--- config.mk ---
export PLATFORM = sky130hd
export DESIGN_NAME = seg_blink_scanner
export DESIGN_NICKNAME = d
export VERILOG_FILES = /design/src/rtl/seg_blink_scanner.sv
export SDC_FILE = /design/constraint.sdc
export NUM_CORES = 1
export LEC_CHECK = 0
export CAP_MARGIN = 25
export CELL_PAD_IN_SITES_DETAIL_PLACEMENT = 0
export CELL_PAD_IN_SITES_GLOBAL_PLACEMENT = 1
export CORE_ASPECT_RATIO = 0.7
export CORE_MARGIN = 3
export CORE_UTILIZATION = 31
export DETAILED_ROUTE_END_ITERATION = 10
export GPL_TIMING_DRIVEN = 0
export PLACE_DENSITY = 0.85
export SYNTH_ARGS = -nofsm -noshare
export SYNTH_HDL_FRONTEND = slang
export SYNTH_SLANG_ARGS = --single-unit
--- constraint.sdc ---
create_clock -name clk_i -period 3.3 [get_ports clk_i]
set_input_delay 0.495 -clock clk_i [delete_from_list [all_inputs] [get_ports clk_i]]
set_output_delay 0.495 -clock clk_i [all_outputs]
set_load 0.02 [all_outputs]
--- src/rtl/seg_blink_scanner.sv ---
// seg_blink_scanner: time-multiplexed digit scanner with EDIT/RUN/FINISH/OFF
// display modes, fixed separator positions and a tick-driven blink phase.
// Output code and digit enable are registered together at each scan advance.
module seg_blink_scanner #(
  parameter int               DIGITS       = 8,
  parameter int               SCAN_DIV     = 4,
  parameter int               BLINK_PERIOD = 100,
  parameter int               BLINK_DUTY   = 50,
  parameter logic [DIGITS-1:0] SEP_MASK    = DIGITS'(8'b0010_0100),
  parameter logic [3:0]       SEP_CODE     = 4'hB,
  parameter logic [3:0]       BLANK_CODE   = 4'hF
) (
  input  logic                       clk_i,
  input  logic                       rst_ni,
  input  logic [4*DIGITS-1:0]        run_val_i,
  input  logic [4*DIGITS-1:0]        edit_val_i,
  input  logic [1:0]                 mode_i,
  input  logic [$clog2(DIGITS)-1:0]  cursor_i,
  input  logic                       blink_tick_i,
  output logic [3:0]                 digit_code_o,
  output logic [DIGITS-1:0]          an_n_o,
  output logic                       frame_start_o
);

  localparam int IW = $clog2(DIGITS);
  localparam int DW = (SCAN_DIV > 1) ? $clog2(SCAN_DIV) : 1;
  localparam int PW = (BLINK_PERIOD > 1) ? $clog2(BLINK_PERIOD) : 1;

  localparam logic [DW-1:0] DIV_LAST = DW'(SCAN_DIV - 1);
  localparam logic [IW-1:0] IDX_LAST = IW'(DIGITS - 1);
  localparam logic [PW-1:0] PH_LAST  = PW'(BLINK_PERIOD - 1);

  typedef enum logic [1:0] {
    MODE_EDIT   = 2'b00,
    MODE_RUN    = 2'b01,
    MODE_FINISH = 2'b10,
    MODE_OFF    = 2'b11
  } mode_e;

  // State registers and their next-state values
  logic [DW-1:0]     div_q, div_d;
  logic [IW-1:0]     idx_q, idx_d;      // digit loaded at the next advance
  logic [PW-1:0]     phase_q, phase_d;
  logic [IW-1:0]     cursor_q;          // previous cursor, for change detect
  logic [1:0]        mode_q;            // previous mode, for change detect
  logic [3:0]        code_q, code_d;
  logic [DIGITS-1:0] an_q, an_d;
  logic              frame_q, frame_d;

  mode_e                mode_sel;
  logic                 advance;
  logic                 blink_on;
  logic [4*DIGITS-1:0]  cand_flat;      // code each position would show now

  assign mode_sel = mode_e'(mode_i);
  assign blink_on = (int'(phase_q) < BLINK_DUTY);

  // Per-position display code from the current mode, inputs and blink phase
  for (genvar gi = 0; gi < DIGITS; gi++) begin : g_digit
    logic [3:0] code_c;

    // Resolve separator, blanking and value selection for this position
    always_comb begin
      code_c = BLANK_CODE;
      if (mode_sel != MODE_OFF && SEP_MASK[gi]) begin
        code_c = SEP_CODE;
      end else begin
        case (mode_sel)
          MODE_EDIT:   code_c = (int'(cursor_i) == gi && !blink_on) ? BLANK_CODE
                                                                    : edit_val_i[4*gi +: 4];
          MODE_RUN:    code_c = run_val_i[4*gi +: 4];
          MODE_FINISH: code_c = blink_on ? run_val_i[4*gi +: 4] : BLANK_CODE;
          default:     code_c = BLANK_CODE;
        endcase
      end
    end

    assign cand_flat[4*gi +: 4] = code_c;
  end

  // Next-state: scan divider/index, registered outputs and blink phase
  always_comb begin
    advance = (div_q == DIV_LAST);
    div_d   = advance ? '0 : div_q + 1'b1;
    idx_d   = idx_q;
    code_d  = code_q;
    an_d    = an_q;
    frame_d = 1'b0;
    if (advance) begin
      idx_d   = (idx_q == IDX_LAST) ? '0 : idx_q + 1'b1;
      code_d  = cand_flat[4*idx_q +: 4];
      an_d    = ~(DIGITS'(1) << idx_q);
      frame_d = (idx_q == '0);
    end

    // A cursor or mode change restarts the phase and swallows any tick
    phase_d = phase_q;
    if (cursor_i != cursor_q || mode_i != mode_q) begin
      phase_d = '0;
    end else if (blink_tick_i) begin
      phase_d = (phase_q == PH_LAST) ? '0 : phase_q + 1'b1;
    end
  end

  // State register with asynchronous active-low reset
  always_ff @(posedge clk_i or negedge rst_ni) begin
    if (!rst_ni) begin
      div_q    <= '0;
      idx_q    <= '0;
      phase_q  <= '0;
      cursor_q <= '0;
      mode_q   <= '0;
      code_q   <= BLANK_CODE;
      an_q     <= '1;
      frame_q  <= 1'b0;
    end else begin
      div_q    <= div_d;
      idx_q    <= idx_d;
      phase_q  <= phase_d;
      cursor_q <= cursor_i;
      mode_q   <= mode_i;
      code_q   <= code_d;
      an_q     <= an_d;
      frame_q  <= frame_d;
    end
  end

  assign digit_code_o  = code_q;
  assign an_n_o        = an_q;
  assign frame_start_o = frame_q;

endmodule

# Word-level counts from Yosys, hierarchy flattened
# Index checks and enable logic that the tools add are counted.
# classes
reduce_logical	14
n_eq_ne	15
bitwise	1
mux	32
shift	2
magnitude_cmp	1
n_addsub	3
# op_table
cell	count
$pmux W4 S3	8
$mux W4	18
$shiftx A32 B6 Y4	1
$mux W7	3
$eq A3 B3 Y1 const B	5
$logic_and A1 B1 Y1	8
$not A8 Y8	1
$shl A1 B3 Y8 const A	1
$add A7 B1 Y7 const B	1
$eq A7 B7 Y1 const B	1
$lt A7 B6 Y1 const B	1
$eq A3 B2 Y1 const B	2
$logic_not A3 Y1	2
$eq A2 B2 Y1 const B	2
$add A3 B1 Y3 const B	1
$eq A3 B1 Y1 const B	1
$mux W3	1
$ne A3 B3 Y1	1
$add A2 B1 Y2 const B	1
$eq A2 B1 Y1 const B	1
$logic_not A2 Y1	1
$mux W2	1
$ne A2 B2 Y1	1
$ne A2 B2 Y1 const B	1
4 further kinds	4
# totals
out_inout_bits	13
regBits	30

# Longest topological paths before layout
# logic_depth
depth_word	7
mapped_depth	8
mapped_depth_nobuf	6

# Worst setup path before layout
# Ideal clock, no wire load.
# synth_path
path_kind	input-to-reg
start	input mode_i[1]
end	register code_q[3] (netlist: digit_code_o[3])
path_slack_ns	1.422
setup_time_ns	0.099
t_arrival_ns	1.779
stages	8
required_ns	3.201
cell_sequence	buf_2 -> buf_2 -> mux2_2 -> o22ai_1 -> o2111ai_1 -> and3_1 -> o31ai_1 -> o221ai_1
# synth_via
elab_chain_cells	4
elab_cells_between_ends	15
# synth_rtl
item	line_no	text
from (decl)	17	input logic [1:0] mode_i,
$eq A2 B2 Y1 (tied with other cells)	68	case (mode_sel)
$pmux W4 S3	68	
$mux W4	65	if (mode_sel != MODE_OFF && SEP_MASK[gi]) begin
$shiftx A32 B6 Y4 *	91	code_d = cand_flat[4*idx_q +: 4];
to (signal assigned)	122	code_q <= code_d;
to (decl)	46	logic [3:0] code_q, code_d;
# Every way passes the cells marked *; elsewhere a longest branch is shown, timed or not.
# A chain may end at the register's enable or synchronous reset.

# Worst setup path in the final report
# layout_path
start	input mode_i[0]
end	register code_q[2] (netlist: digit_code_o[2])
# The elaborated chain is that of the path after synthesis.

==> results.toml <==
[outcome]
status = "finished, final reports clean"

[route]
wl_mm = 6.51
wl_per_cell_microns = 15.6
drtIter0Drc = 184
vias = 2211
vias_per_cell = 5.29
drt_first_pass_iters = 4
drc = 0
ant_nets = 0

[clock_tree]
numCtsBuffers = 5
clk_latency_ns = 0.28
clk_pin_slew_ns = 0.07
htreeDepth = 2
cts_tree = "yes"
cts_num_sinks = 30
cts_setup_buffers = 0
cts_buffer_depth = 2
root_buffer = "clkbuf_8"
hold_buffers = 0
post_cts_resized = 0

[finish]
fillerInstances = 640
areaGrowthSynthToFinish_pct = 44.2
fin_area_sq_um = 3150
layout_commonest_cell = "clkdlybuf4s50_1"
drive_gt1_frac = 0.116
antenna_cells = 0
final_cell_mix = "clkdlybuf4s50_1 (68), nor2_1 (22), o21ai_0 (19)"
nets = 406

[die]
num_io_pins = 85
die_h_microns = 76.2
dieWidth_microns = 106
dieArea_sq_um = 8100
initial_core_util = 0.335
placementRows = 24
core_sq_um = 6520

[yosys]
synthFlopType = "dfrtp_1"
yosysSeqAreaShare = 0.351
syn_inst = 250
async_flop_share = 1.00
synth_edf_count = 0
syn-cell-area_sq_um = 2180
syn_area_per_cell_sq_um = 8.73
syn-num-nets = 330
yosysWarnings = 0
synth.distinct_cells = 51
synth-seq-cells = 30

[placement]
placed_area_sq_um = 3010
place_congestion = 0.880
hpwl_mm = 5.21
io_buffer_count = 68

[setup_path]
cp.required_ns = 3.50
r2r_end = "digit_code_o[3]$_DFFE_PN1P_"
crit_arrival_ns = 2.80
worstSetupPathType = "in2reg"
rrSetupSlack_ns = 1.12
rr_worst_depth = 5
r2r-start = "idx_q[1]$_DFFE_PN0P_"
crit_path_start_kind = "input pin"
crit_fanout = 10
worstSetupEndpointType = "flop"

[pwr]
clkPwrFrac = 0.453
p_sw_mw = 0.224
p_int_mw = 0.805
p_per_area_nw_per_um2 = 327
ir_drop_mv = 0.156
finalPower_mw = 1.03
p_leak_nw = 1.26
switching_share = 0.218
combPwrFrac = 0.173
pwr-share-seq = 0.374

[hold_path]
hold_end = "div_q[0]$_DFF_PN0_"
whs_path_depth = 1
hold_start = "div_q[0]$_DFF_PN0_"
hold_path.class = "reg2reg"

[sta]
rsz0062_at_grt = "false"
setup_violations = 0
finalHoldViolCount = 0
maxSlewViolCount = 0
setup_tns_ns = 0
relSlewSlack = 0.552
min_period_ns = 2.61
post-route-period-util = 0.790
hold_ws_ns = 0.437
worst_pin_slew_ns = 0.670
fmax_ghz = 0.384
fin_skew_ns = 0.00865

[job]
maxCapViolCount = 0

[global_routing]
grt.total_usage = 0.161
grt_pass1_wl_mm = 10.6
antenna_found_initial = 0
grt_pass1_vias = 2096
grt_overflow = 0
grt_max_degree = 20
state kept, by name (all words and copies together) (netlist names):
name           cells
an_n_o             8
phase_q            7
digit_code_o       4
cursor_q           3
idx_q              3
div_q              2
mode_q             2
frame_start_o      1
area by class of cell:
class                           count  area [sq um]  area share
Buffer                             16          63.8      0.0203
Clock buffer                        6          82.6      0.0262
Clock inverter                      2          60.1      0.0191
Inverter                           13          48.8      0.0155
Multi-Input combinational cell    191          1310       0.415
Sequential cell                    30           766       0.243
Tap cell                           91           114      0.0362
Timing Repair Buffer               69           708       0.225
cells in the mapped netlist (3+ instances only):
cell / n / share of area
nor3_1: 7 / 0.016
buf_2: 3 / 0.0069
and3_1: 3 / 0.0086
a21oi_1: 14 / 0.032
ha_1: 8 / 0.046
a31oi_1: 9 / 0.026
xor2_1: 5 / 0.020
nand2_1: 16 / 0.028
maj3_1: 3 / 0.014
dfrtp_1: 18 / 0.21
nand2b_1: 8 / 0.023
o31ai_1: 4 / 0.014
o21ai_0: 19 / 0.044
clkbuf_1: 11 / 0.019
mux2_2: 9 / 0.046
dfstp_2: 12 / 0.14
nand3_1: 6 / 0.014
nor2b_1: 3 / 0.0086
o2111ai_1: 3 / 0.012
nor2_1: 22 / 0.038
nand3b_1: 4 / 0.014
inv_1: 12 / 0.021
o221ai_1: 5 / 0.020
mux2i_1: 9 / 0.041
power by group through the flow:
stage	Clock (mW)	Sequential, mW	Combinational, mW
after global placement	0	0.392	0.173
final	0.466	0.385	0.178
after CTS	0.472	0.385	0.179
after floorplan	0	0.396	0.0645
after global routing	0.490	0.387	0.194
after detailed placement	0	0.392	0.178
layer usage:
metal,wire length (microns),track usage,up-vias,share of wire
li1,-,-,1077,-
met1,3230,0.245,1027,0.50
met2,2700,0.230,98,0.42
met3,486,0.0330,9,0.075
met4,89,0.0414,0,0.014
met5,0,0,-,0
worst max-delay path, stage by stage:
cell and delay [ns]:
clkdlybuf4s50_1 0.49, clkbuf_1 0.26, clkbuf_1 0.47, buf_1 0.41, nor2_1 0.10, a21oi_1 0.17
a22oi_1 0.09, o21ai_0 0.20, o311ai_1 0.13
metrics by stage:
step	setup WS [ns]	std cells	utilization
floorplan	1.42	250	-
global placement	0.485	409	0.457
detailed placement	0.438	410	0.461
CTS	0.752	418	0.483
global route	0.467	418	0.483
finish	0.694	418	0.483
worst max-delay path by stage:
| stage | start | endpoint | cells past startpoint |
|---|---|---|---|
| floorplan | mode_i[1] | digit_code_o[3]$_DFFE_PN1P_ | 8 |
| CTS | mode_i[0] | digit_code_o[2]$_DFFE_PN1P_ | 9 |
| finish | mode_i[0] | digit_code_o[2]$_DFFE_PN1P_ | 9 |
| global placement | mode_i[0] | digit_code_o[2]$_DFFE_PN1P_ | 9 |
| detailed placement | mode_i[0] | digit_code_o[2]$_DFFE_PN1P_ | 9 |
| global route | mode_i[0] | digit_code_o[2]$_DFFE_PN1P_ | 9 |
kinds of logic (layout without fill, tap and decap cells):
group,count (synthesis),in the layout,share of synthesized area
XOR/XNOR,5,5,0.0201
buffers and inverters,29,106,0.0516
multiplexers,18,18,0.0877
flip-flops,30,30,0.351
adder cells (fa/ha/maj),11,11,0.0596
AND/OR/NAND/NOR,80,80,0.184
AO/OA/AOI/OAI,77,77,0.246
(Power assumes the default switching activity.)
